File: config.mk
export PLATFORM = sky130hd
export DESIGN_NAME = sargantana_icache_ifill
export DESIGN_NICKNAME = d
export VERILOG_FILES = /design/src/rtl/sargantana_icache_pkg.sv /design/src/rtl/sargantana_icache_line_asm.sv /design/src/rtl/sargantana_icache_ifill.sv
export SDC_FILE = /design/constraint.sdc
export NUM_CORES = 1
export LEC_CHECK = 0
export CAP_MARGIN = 10
export CORE_AREA = 2 2 285 287
export DETAILED_ROUTE_END_ITERATION = 12
export DIE_AREA = 0 0 287 289
export GPL_TIMING_DRIVEN = 0
export MAX_ROUTING_LAYER = met4
export PLACE_DENSITY = 0.48
export REMOVE_ABC_BUFFERS = 1
export SKIP_CTS_REPAIR_TIMING = 1
export SYNTH_ARGS = -nofsm -noshare
export SYNTH_HDL_FRONTEND = slang
export SYNTH_SLANG_ARGS = --single-unit
File: constraint.sdc
create_clock -name clk_i -period 3.65 [get_ports clk_i]
set_input_delay 0.73 -clock clk_i [delete_from_list [all_inputs] [get_ports clk_i]]
set_output_delay 0.73 -clock clk_i [all_outputs]
set_load 0.005 [all_outputs]
File: src/rtl/sargantana_icache_pkg.sv
// Shared icache line-fill types and geometry.
package sargantana_icache_pkg;

  localparam int unsigned ICACHE_PADDR_W = 40;
  localparam int unsigned ICACHE_LINE_W  = 512;
  localparam int unsigned ICACHE_BEAT_W  = 128;

  typedef enum logic [2:0] {
    IDLE,
    REQ,
    WAIT,
    DRAIN,
    DONE
  } ifill_state_t;

  // Beat counter width; a single-beat line still needs one bit.
  function automatic int unsigned beat_cnt_w(input int unsigned n_beats);
    if (n_beats > 1) return $clog2(n_beats);
    return 1;
  endfunction

endpackage

File: src/rtl/sargantana_icache_line_asm.sv
// Cache line register written one beat slot at a time.
module sargantana_icache_line_asm
  import sargantana_icache_pkg::*;
#(
  parameter int unsigned LINE_W = ICACHE_LINE_W,
  parameter int unsigned BEAT_W = ICACHE_BEAT_W,
  parameter int unsigned IDX_W  = beat_cnt_w(LINE_W / BEAT_W)
) (
  input  logic              clk_i,
  input  logic              rst_i,
  input  logic              clear_i,
  input  logic              wr_en_i,
  input  logic [IDX_W-1:0]  beat_idx_i,
  input  logic [BEAT_W-1:0] beat_data_i,
  output logic [LINE_W-1:0] line_o
);

  localparam int unsigned N_BEATS = LINE_W / BEAT_W;

  logic [LINE_W-1:0] line_q;

  always_ff @(posedge clk_i) begin
    if (rst_i || clear_i) begin
      line_q <= '0;
    end else if (wr_en_i) begin
      for (int unsigned i = 0; i < N_BEATS; i++) begin
        if (beat_idx_i == IDX_W'(i)) line_q[i*BEAT_W +: BEAT_W] <= beat_data_i;
      end
    end
  end

  assign line_o = line_q;

endmodule

File: src/rtl/sargantana_icache_ifill.sv
// Icache line-fill engine: one line request to L2, beat assembly, kill draining.
module sargantana_icache_ifill
  import sargantana_icache_pkg::*;
#(
  parameter int unsigned PADDR_W = ICACHE_PADDR_W,
  parameter int unsigned LINE_W  = ICACHE_LINE_W,
  parameter int unsigned BEAT_W  = ICACHE_BEAT_W
) (
  input  logic               clk_i,
  input  logic               rst_i,
  input  logic               ifill_req_valid_i,
  input  logic [PADDR_W-1:0] ifill_paddr_i,
  input  logic               kill_i,
  output logic               ifill_sent_ack_o,
  output logic               ifill_resp_valid_o,
  output logic               valid_ifill_resp_o,
  output logic [LINE_W-1:0]  ifill_line_o,
  output logic               ifill_err_o,
  output logic               l2_req_valid_o,
  input  logic               l2_req_ready_i,
  output logic [PADDR_W-1:0] l2_req_addr_o,
  input  logic               l2_resp_valid_i,
  input  logic [BEAT_W-1:0]  l2_resp_data_i,
  input  logic               l2_resp_last_i,
  input  logic               l2_resp_err_i
);

  localparam int unsigned N_BEATS = LINE_W / BEAT_W;
  localparam int unsigned CNT_W   = beat_cnt_w(N_BEATS);
  localparam int unsigned OFF_W   = $clog2(LINE_W / 8);
  localparam logic [CNT_W-1:0]   LAST_IDX = CNT_W'(N_BEATS - 1);
  localparam logic [PADDR_W-1:0] OFF_MASK = PADDR_W'((64'd1 << OFF_W) - 64'd1);

  ifill_state_t       state_q;
  logic [PADDR_W-1:0] addr_q;
  logic [CNT_W-1:0]   cnt_q;
  logic               err_q;
  logic               kill_q;
  logic               req_valid_q;
  logic               ack_q;

  logic start, beat_wr, last_beat, is_done;
  logic [CNT_W-1:0] cnt_inc;

  assign start     = (state_q == IDLE) && ifill_req_valid_i && !kill_i;
  assign beat_wr   = (state_q == WAIT) && l2_resp_valid_i;
  assign last_beat = l2_resp_valid_i && l2_resp_last_i;
  assign is_done   = (state_q == DONE);
  assign cnt_inc   = (cnt_q == LAST_IDX) ? '0 : cnt_q + CNT_W'(1);

  always_ff @(posedge clk_i) begin
    if (rst_i) begin
      state_q     <= IDLE;
      addr_q      <= '0;
      cnt_q       <= '0;
      err_q       <= 1'b0;
      kill_q      <= 1'b0;
      req_valid_q <= 1'b0;
      ack_q       <= 1'b0;
    end else begin
      case (state_q)
        IDLE: begin
          if (start) begin
            addr_q      <= ifill_paddr_i & ~OFF_MASK;
            cnt_q       <= '0;
            err_q       <= 1'b0;
            kill_q      <= 1'b0;
            req_valid_q <= 1'b1;
            ack_q       <= 1'b1;
            state_q     <= REQ;
          end
        end
        REQ: begin
          // Kill is remembered but never retracts an offered request.
          if (l2_req_ready_i) begin
            req_valid_q <= 1'b0;
            kill_q      <= 1'b0;
            state_q     <= (kill_i || kill_q) ? DRAIN : WAIT;
          end else begin
            kill_q <= kill_q | kill_i;
          end
        end
        WAIT: begin
          if (l2_resp_valid_i) begin
            cnt_q <= cnt_inc;
            err_q <= err_q | l2_resp_err_i | (l2_resp_last_i && (cnt_q != LAST_IDX));
          end
          if (kill_i) begin
            state_q <= last_beat ? IDLE : DRAIN;
            ack_q   <= !last_beat;
          end else if (last_beat) begin
            state_q <= DONE;
            ack_q   <= 1'b0;
          end
        end
        DRAIN: begin
          if (last_beat) begin
            state_q <= IDLE;
            ack_q   <= 1'b0;
          end
        end
        DONE: begin
          cnt_q   <= '0;
          err_q   <= 1'b0;
          state_q <= IDLE;
        end
        default: begin
          state_q     <= IDLE;
          req_valid_q <= 1'b0;
          ack_q       <= 1'b0;
        end
      endcase
    end
  end

  sargantana_icache_line_asm #(
    .LINE_W (LINE_W),
    .BEAT_W (BEAT_W),
    .IDX_W  (CNT_W)
  ) u_line_asm (
    .clk_i       (clk_i),
    .rst_i       (rst_i),
    .clear_i     (start),
    .wr_en_i     (beat_wr),
    .beat_idx_i  (cnt_q),
    .beat_data_i (l2_resp_data_i),
    .line_o      (ifill_line_o)
  );

  // A kill in the delivery cycle suppresses the write strobe.
  assign ifill_resp_valid_o = is_done && !kill_i;
  assign valid_ifill_resp_o = is_done && !kill_i && !err_q;
  assign ifill_err_o        = is_done && err_q;
  assign ifill_sent_ack_o   = ack_q;
  assign l2_req_valid_o     = req_valid_q;
  assign l2_req_addr_o      = addr_q;

endmodule

[Word level (Yosys, flattened, before mapping)]
Index checks and enable logic that the tools add are counted.
Storage, ports and cells
  flip-flop bits (word level): 555
  input port bits: 176
  word-level logic and storage cells: 82
Cells by class
  $add $sub $neg: 1
  eq/ne operators: 13
  mux-type cells: 23
  bitwise operators: 5
  reductions and logical operators: 29
Operators with widths (count)
  $mux 3: 5
  $reduce_and 2->1: 7
  $pmux 3 s4: 1
  $logic_and 1x1->1: 8
  $mux 1: 8
  $mux 2: 4
  $ne 2x2->1 const B: 4
  $eq 3x2->1 const B: 2
  $pmux 1 s3: 2
  $pmux 2 s3: 1
  $reduce_and 3->1: 2
  $eq 2x2->1 const B: 2
  $pmux 1 s4: 1
  $reduce_and 4->1: 1
  $eq 3x1->1 const B: 1
  $eq 3x3->1 const B: 1
  $logic_not 1->1: 3
  $logic_not 3->1: 1
  $ne 3x3->1 const B: 1
  $or 1x1->1: 3
  $reduce_bool 3->1: 1
  $reduce_or 3->1: 1
  $add 2x1->2 const B: 1
  $eq 2x1->1 const B: 1
  other kinds (7): 9

[Depth between registers and ports, before layout]
Gate-level depths: netlist of the first run.
  depth after elaboration: 5
  mapped depth: 8
  gate-level depth less buffers: 5

[Hierarchy]
From an unflattened synthesis of the first run, not the netlist that was laid out.
Second synthesis, totals
  cell total of the unflattened synthesis: 2091
  area total of the unflattened synthesis: 24068.1 µm²
By module, submodules not included
  sargantana_icache_line_asm: times used 1, cells each 1868, area an instance 22257.6 µm², seq. area each 10249.8 µm²
  sargantana_icache_ifill: times used 1, cells each 223, area an instance 1810.5 µm², seq. area each 860.8 µm²

[Worst setup path after synthesis of the first run]
OpenSTA, ideal clock, no wires.
  path type: input -> register
  from: input kill_i
  to: register u_line_asm.line_q[0], in the netlist u_line_asm.line_o[0]
  arrival time: 1.791 ns
  slack: 1.744 ns
  cell stages on the path: 8
  buffers on the path: 4
  path through: buf_2 -> nor3b_4 -> nand2_2 -> nand2b_1 -> buf_4 -> buf_4 -> buf_4 -> a21oi_1
On the way
  word-level cells in the longest chain between the ends: 3
Ends and longest elaborated chain
  start, declared: line sargantana_icache_ifill.sv:13  | input logic kill_i,
  $logic_not 1->1: line sargantana_icache_ifill.sv:45  | assign start = (state_q == IDLE) && ifill_req_valid_i && !kill_i;
  $logic_and 1x1->1: line sargantana_icache_ifill.sv:45
  $logic_or 1x1->1: line sargantana_icache_line_asm.sv:23  | if (rst_i || clear_i) begin
  end signal, assigned by index: line sargantana_icache_line_asm.sv:27  | if (beat_idx_i == IDX_W'(i)) line_q[i*BEAT_W +: BEAT_W] <= beat_data_i;
  end, declared: line sargantana_icache_line_asm.sv:20  | logic [LINE_W-1:0] line_q;
No other way between the ends.
A chain may end at the register's enable or synchronous reset.

[Worst setup path in the final report of the first run]
  from: input kill_i
  to: register u_line_asm.line_q[160], in the netlist u_line_asm.line_o[160]
Same word-level chain as after synthesis.

==> results of run 1 <==
## path summary, 6_finish.rpt
path / from / endpoint / slack [ns] / cells past startpoint
worst max register to register: state_q[2] / u_line_asm.line_o[160] / 0.64 / 7
worst min-delay path: u_line_asm.line_o[78] / u_line_asm.line_o[78] / 0.45 / 2
worst max-delay path: kill_i / u_line_asm.line_o[160] / 0.46 / 8
worst min register to register: u_line_asm.line_o[78] / u_line_asm.line_o[78] / 0.45 / 2
## area by class of cell
type / count / area (sq um) / share of cell area
Sequential cell: 555 / 11110 / 0.3704
Timing Repair Buffer: 744 / 7863 / 0.2621
Multi-Input combinational cell: 1707 / 7348 / 0.2450
Clock buffer: 104 / 2047 / 0.06825
Tap cell: 1060 / 1326 / 0.04422
Clock inverter: 16 / 264.0 / 0.008802
Inverter: 6 / 22.52 / 0.0007509
Antenna cell: 5 / 12.51 / 0.0004172
## logic make-up after synthesis
kind of cell,count (synthesis)
and+or+nand+nor,1124
AOI/OAI and AO/OA,572
buffers and inverters,198
DFF,555
other,1
muxes,1
adders and majority gates,4
## per-layer routing
layer  vias up  wire (um)
li1       9144          -
met1      8418      32710
met2       610      38400
met3        97       6569
met4         0       1592
met5         -          0
## per-stage QoR
step,hold slack [ns],power [mW]
floorplan,0.4434,6.520
global placement,0.4409,7.043
detailed placement,0.4453,7.056
CTS,0.4529,14.13
global route,0.4671,14.44
finish,0.4506,13.91
## flip-flops by register name, indices dropped and copies added (netlist names)
signal and cells:
l2_req_addr_o 34, u_line_asm.line_o 512, err_q 1, kill_q 1, cnt_q 2, state_q 3
l2_req_valid_o 1, ifill_sent_ack_o 1
## Yosys cell counts, types with 2 or more instances
master	n	share of area
sky130_fd_sc_hd__nand2_1	1098	0.21
sky130_fd_sc_hd__dfxtp_1	555	0.56
sky130_fd_sc_hd__a21oi_1	553	0.14
sky130_fd_sc_hd__buf_4	67	0.025
sky130_fd_sc_hd__buf_2	54	0.014
sky130_fd_sc_hd__buf_6	51	0.029
sky130_fd_sc_hd__clkbuf_1	20	0.0038
sky130_fd_sc_hd__inv_1	6	0.0011
sky130_fd_sc_hd__nor3_1	6	0.0015
sky130_fd_sc_hd__a211oi_1	4	0.0015
sky130_fd_sc_hd__ha_1	4	0.0025
sky130_fd_sc_hd__nor2_1	4	0.00076
sky130_fd_sc_hd__nand2b_1	3	0.00095
sky130_fd_sc_hd__o21a_1	3	0.0011
sky130_fd_sc_hd__o21ai_0	3	0.00076
sky130_fd_sc_hd__and2_2	2	0.00076
sky130_fd_sc_hd__and2_4	2	0.00088
sky130_fd_sc_hd__o211ai_1	2	0.00076
## cell usage in the layout (no fill, tap or decap), types with 2 or more instances in the layout
cell type | Yosys | routed
sky130_fd_sc_hd__nand2_1 | 1098 | 1094
sky130_fd_sc_hd__buf_16 | 0 | 24
sky130_fd_sc_hd__dfxtp_1 | 555 | 555
sky130_fd_sc_hd__ha_1 | 4 | 4
sky130_fd_sc_hd__diode_2 | 0 | 5
sky130_fd_sc_hd__a21oi_1 | 553 | 553
sky130_fd_sc_hd__nor2_1 | 4 | 4
sky130_fd_sc_hd__and2_4 | 2 | 4
sky130_fd_sc_hd__inv_16 | 0 | 3
sky130_fd_sc_hd__o21a_1 | 3 | 3
sky130_fd_sc_hd__clkbuf_16 | 0 | 68
sky130_fd_sc_hd__nand2b_1 | 3 | 2
sky130_fd_sc_hd__nand2_4 | 0 | 5
sky130_fd_sc_hd__o211ai_1 | 2 | 2
sky130_fd_sc_hd__inv_6 | 0 | 2
sky130_fd_sc_hd__conb_1 | 1 | 6
sky130_fd_sc_hd__o21ai_0 | 3 | 3
sky130_fd_sc_hd__a211oi_1 | 4 | 4
sky130_fd_sc_hd__clkinv_2 | 0 | 4
sky130_fd_sc_hd__clkbuf_1 | 20 | 15
sky130_fd_sc_hd__bufinv_16 | 0 | 4
sky130_fd_sc_hd__clkbuf_8 | 0 | 21
sky130_fd_sc_hd__clkdlybuf4s50_1 | 0 | 719
sky130_fd_sc_hd__nor3_1 | 6 | 6
sky130_fd_sc_hd__inv_1 | 6 | 6
## worst max-delay path: stages
cell                              delay [ns]
sky130_fd_sc_hd__clkdlybuf4s50_1        0.63
sky130_fd_sc_hd__nor3b_4                0.36
sky130_fd_sc_hd__nand2_4                0.30
sky130_fd_sc_hd__nand2b_4               0.37
sky130_fd_sc_hd__buf_16                 0.32
sky130_fd_sc_hd__buf_16                 0.33
sky130_fd_sc_hd__buf_16                 0.33
sky130_fd_sc_hd__a21oi_1                0.08
## power by group through the flow
stage / combinational (mW) / sequential (mW) / clock (mW)
after CTS: 0.781 / 6.15 / 7.21
after global placement: 0.763 / 6.28 / 0
final: 0.778 / 6.15 / 6.99
after global routing: 0.840 / 6.15 / 7.45
after floorplan: 0.244 / 6.28 / 0
after detailed placement: 0.777 / 6.28 / 0
==> results.txt, run 1 <==
----------------------------------------------------
[Power]
  Leakage Power ... around 9.6 nW
  Worst voltage drop across the vdd grid ... 0.3312 mV
  P_sw ... 3.280 mW
  Clock power frac ... 0.502
  Sequential share of power ... 0.442
  Logic gate share of total power ... 0.056
  Power density of the placed cells ... 463.8 nW/um^2
  Switching part of the total ... 0.2358
  Internal ... 10.63 mW

[STA]
  Fmax ... 313.8 MHz
  Worst-Margin Slew ... 0.8818 ns
  Final worst-path cycle share ... 0.8732
  Setup violators final ... 0
  Worst Clk Skew ... 0.01879 ns
  Final count of pins violating max slew ... 0
  Post-layout min period ... ~3.2 ns
  Slew headroom ... 0.4121
  Worst Setup Slack, final ... 0.4628 ns
  Fin Setup TNS ... 0 ns
  Final Hold Vio Count ... 0
  Setup repair after global routing missed its margin ... no

[Synth]
  Parity-gate share of the synthesized area counting xor and xnor cells ... 0
  Main combinational cell family by area after synthesis ... simple AND/OR/NAND/NOR gates
  Post-synthesis mux area share ... 0.0005676
  Fraction of the yosys area taken by sequential cells ... 0.5600
  Synth Warn # ... 0
  Syn Area/Cell ... 8.082 sq um
  Register bit total from synthesis ... 555
  Complex-gate fraction of the synthesized area ... 0.1471
  Post-synthesis cell area ... around 20000 sq um
  Proportion of synthesized flip-flops having asynchronous set or reset ... 0
  Top_reg_cell synth ... sky130_fd_sc_hd__dfxtp_1
  Post-synthesis instance total ... ~2500
  Number of flops mapped to enable cells by yosys ... 0
  Share of synthesized cell area in full adder, half adder and majority cells ... 0.002523
  Post-Synth Simple-Gate Area ... 0.2167
  Synth cell types ... 36

[Place]
  Area after detailed placement ... 27640 sq um
  Global placer's final weighted congestion ... between 0.7 and 0.8
  Post-placement setup slack ... -0.4084 ns
  PortBufs ... 720
  Number of cells after detailed placement ... 4071
  Final HPWL DP ... 52.28 mm

[Layout]
  Number of nets in the final layout ... 3261
  Core occupancy in the finished layout ... 0.3754
  Post-route cell area ... between 20000 and 30000 sq um
  Area added between synthesis and finish ... 51.18%
  Share of post-route cells with drive strength above 1 ... 0.04630
  Count of filler cells inserted in the layout ... 8362
  Non-Filler Instances ... 4197

[Clock network]
  Bufs on Longest Clock Path ... 3
  Clk slew on worst S/H paths ... 0.05 ns
  Clk_lat worst skew ... 0.61 ns
  # H-tree levels ... 3
  TritonCTS clock tree ... yes
  Total number of clock tree sinks ... between 500 and 600
  Root buffer cell ... sky130_fd_sc_hd__clkbuf_16
  Number of buffers created by CTS ... 67

[Floorplan]
  Count of pins on the block boundary ... ~730
  Die X ... 287 um
  Vertical die dimension ... 289 um
  Std cell rows ... 104
  Die area ... 82940 sq um
  Core ar. ... 79900 sq um
  Effective utilization at floorplan ... 0.2483

[Drt]
  Wirelength, routed ... approximately 79 mm
  WL per Instance ... 18.89 um
  DRC violations left ... 0
  Violation count after the first detailed-routing iteration ... 1020
  DR pass1 iterations ... 5
  Final antenna-violating net count ... 0
  Vias after detailed routing ... 18270
  Vias per std cell ... 4.353

[Critical path]
  Max FO, Critical Path ... ~80
  Nature of the critical path endpoint ... flop
  Kind of launch point of the worst setup path ... input pin
  Arrival time of data at the critical path endpoint ... 3.64 ns
  WP data required ... 4.10 ns
  Setup CP Type ... in -> reg

[Worst hold path]
  Type of the most critical hold path ... reg -> reg

[Global route]
  GR met3 Demand/Resource ... 0.06134
  Final global-route overflow total ... 0
  Met2 Usage GRT ... 0.3048
  All-layer global routing usage ... 0.1865
  Number of global-route vias before repair ... roughly 17000
  Maximum number of pins on one net before global-route repair ... approximately 80
  GRT busiest layer ... met2
  Met1 global-route usage ... 0.2202
  Global-route wire length before repair ... 114.5 mm
  Antenna violations before repair ... 4

[Status]
  Run status ... complete, no violations

[Flow run]
  Maximum Capacitance Violations ... 0

----------------------------------------------------
(Power assumes the default switching activity.)
==> inputs of run 2 (changes only) <==
- CELL_PAD_IN_SITES_DETAIL_PLACEMENT: default -> 1
- CELL_PAD_IN_SITES_GLOBAL_PLACEMENT: default -> 1
- CORE_AREA: 2 2 285 287 -> 5 5 278 280
- CTS_CLUSTER_DIAMETER: default -> 100
- DIE_AREA: 0 0 287 289 -> 0 0 283 285
- PLACE_DENSITY: 0.48 -> 0.67
==> run 2 against run 1 <==
Against the previous run: combinational power decreased by 1%; via count is 6.2% higher; flip-flop and latch count stayed put; maximum frequency decreased by 4.9%; setup slack lost 0.17 ns; clock-buffer cell count is 8 lower; highest routed layer unchanged; non-clock buffer count unchanged; register-to-register slack lost 0.12 ns; wire length rose by 7.1%.
==> results.txt, run 2 (synthesized netlist as in run 1, its figures left out) <==
----------------------------------------------------
[Global route]
  GR met3 Demand/Resource ... 0.06254
  All-layer global routing usage ... 0.2059
  Met2 Usage GRT ... 0.3573
  Number of global-route vias before repair ... 20770
  Antenna violations before repair ... 7
  Met1 global-route usage ... 0.2157
  GRT busiest layer ... met2
  Global-route wire length before repair ... 127.1 mm
  Maximum number of pins on one net before global-route repair ... 90
  Final global-route overflow total ... 0

[Drt]
  DRC violations left ... 0
  DR pass1 iterations ... 5
  Violation count after the first detailed-routing iteration ... 866
  Final antenna-violating net count ... 0
  Vias per std cell ... 4.726
  WL per Instance ... 20.69 um
  Vias after detailed routing ... 19400
  Wirelength, routed ... 84.94 mm

[Layout]
  Non-Filler Instances ... 4106
  Share of post-route cells with drive strength above 1 ... 0.04473
  Commonest non-fill, non-tap cell in the layout ... sky130_fd_sc_hd__nand2_1
  Total area of multi-input combinational cells ... between 7000 and 8000 sq um
  Flip-flop count of the largest register, all copies and words added ... between 500 and 600
  Area added between synthesis and finish ... 49.85%
  Post-route cell area ... 29730 sq um
  Commonest cells after routing, fill and taps aside ... sky130_fd_sc_hd__nand2_1 (1094), sky130_fd_sc_hd__clkdlybuf4s50_1 (719), sky130_fd_sc_hd__dfxtp_1 (555)
  Number of nets in the final layout ... 3261
  Count of filler cells inserted in the layout ... 8649
  Area of all sequential standard cells ... 11110 sq um

[Floorplan]
  Std cell rows ... 100
  Vertical die dimension ... about 290 um
  Effective utilization at floorplan ... 0.2674
  Count of pins on the block boundary ... ~730
  Die area ... ~81000 sq um
  Die X ... between 200 and 300 um
  Core ar. ... between 70000 and 80000 sq um

[STA]
  Final Hold Vio Count ... 0
  Fmax ... 298.3 MHz
  Setup violators final ... 0
  Minimum hold slack ... 0.4521 ns
  Final worst-path cycle share ... 0.9185
  Post-layout min period ... approximately 3.4 ns
  Setup repair after global routing missed its margin ... no
  Slew headroom ... 0.4045
  Final count of pins violating max slew ... 0
  Worst Clk Skew ... about 0.029 ns
  Worst-Margin Slew ... about 0.9 ns

[Critical path]
  Worst path max stage delay ... 0.63 ns
  Max FO, Critical Path ... 79
  Number of buffer and inverter stages on the critical path ... 4
  Nature of the critical path endpoint ... flop
  Highest-delay cell along the critical path ... sky130_fd_sc_hd__clkdlybuf4s50_1
  WP data required ... 4.12 ns
  Setup CP Type ... in -> reg
  Dominant delay contributor by cell family on the critical path ... buffers and inverters
  Worst Reg-to-Reg Cells ... 7
  Arrival time of data at the critical path endpoint ... ~3.8 ns
  Cell occurring most often along the worst timing path ... sky130_fd_sc_hd__buf_16
  Logic depth of the worst path, buffers included ... 8
  Kind of launch point of the worst setup path ... input pin
  List of cells traversed by the critical path ... clkdlybuf4s50_1 -> nor3b_4 -> nand2_2 -> nand2b_4 -> buf_16 -> buf_16 -> buf_16 -> a21oi_1

[Clock network]
  TritonCTS clock tree ... yes
  Number of buffers created by CTS ... 66
  # H-tree levels ... 3
  Clk_lat worst skew ... 0.61 ns
  Clk slew on worst S/H paths ... 0.06 ns
  Bufs on Longest Clock Path ... 3
  Root buffer cell ... sky130_fd_sc_hd__clkbuf_16
  Total number of clock tree sinks ... 555

[Status]
  Run status ... complete, no violations

[Power]
  Leakage Power ... about 9.6 nW
  Power density of the placed cells ... around 450 nW/um^2
  Worst voltage drop across the vdd grid ... 0.2685 mV

[Place]
  Area after detailed placement ... 27520 sq um
  PortBufs ... 720
  Number of cells after detailed placement ... 3980
  Global placer's final weighted congestion ... 0.7932
  Final HPWL DP ... just under 60 mm

[Worst hold path]
  Instance count along the most critical hold path ... 2
  Type of the most critical hold path ... reg -> reg

[Flow run]
  Maximum Capacitance Violations ... 0

----------------------------------------------------
==> run 2: area by class of cell <==
cell class	count	share of cell area
Tap cell	969	0.04078
Clock buffer	96	0.06451
Sequential cell	555	0.3737
Inverter	6	0.0007575
Multi-Input combinational cell	1708	0.2473
Clock inverter	21	0.007996
Antenna cell	7	0.0005892
Timing Repair Buffer	744	0.2644
==> run 2: final timing paths <==
path,to,slack (ns),from
max,u_line_asm.line_o[0],0.30,kill_i
min,u_line_asm.line_o[181],0.45,u_line_asm.line_o[181]
max reg2reg,u_line_asm.line_o[0],0.52,state_q[2]
min reg2reg,u_line_asm.line_o[181],0.45,u_line_asm.line_o[181]
==> run 2: metrics by stage <==
| step | setup slack [ns] | util | TNS [ns] | power (mW) |
|---|---|---|---|---|
| 2_1_floorplan | -6.432 | - | -3293.43 | 6.520 |
| 3_3_place_gp | -13.15 | 0.3620 | -6650.81 | 6.997 |
| 3_5_place_dp | -0.4936 | 0.3710 | -99.03 | 7.041 |
| 4_1_cts | 0.1477 | 0.4000 | 0 | 13.70 |
| 5_1_grt | 0.005321 | 0.4007 | 0 | 13.99 |
| 6_report | 0.2973 | 0.4007 | 0 | 13.47 |
==> run 2: worst min-delay path: stages, from the launching register on <==
cell and delay, ns:
sky130_fd_sc_hd__dfxtp_1 0.30, sky130_fd_sc_hd__nand2_1 0.05, sky130_fd_sc_hd__a21oi_1 0.05
==> run 2: report_power, final <==
group | total (mW) | switching (mW) | internal [mW]
combinational | 0.769 | 0.429 | 0.339
sequential | 6.15 | 0.0386 | 6.11
clock | 6.56 | 2.67 | 3.89
==> run 2: metal layers <==
layer	up-vias	wire length, um
met4	0	4168
li1	9140	-
met1	9460	32020
met5	-	0
met3	180	6391
met2	624	42360
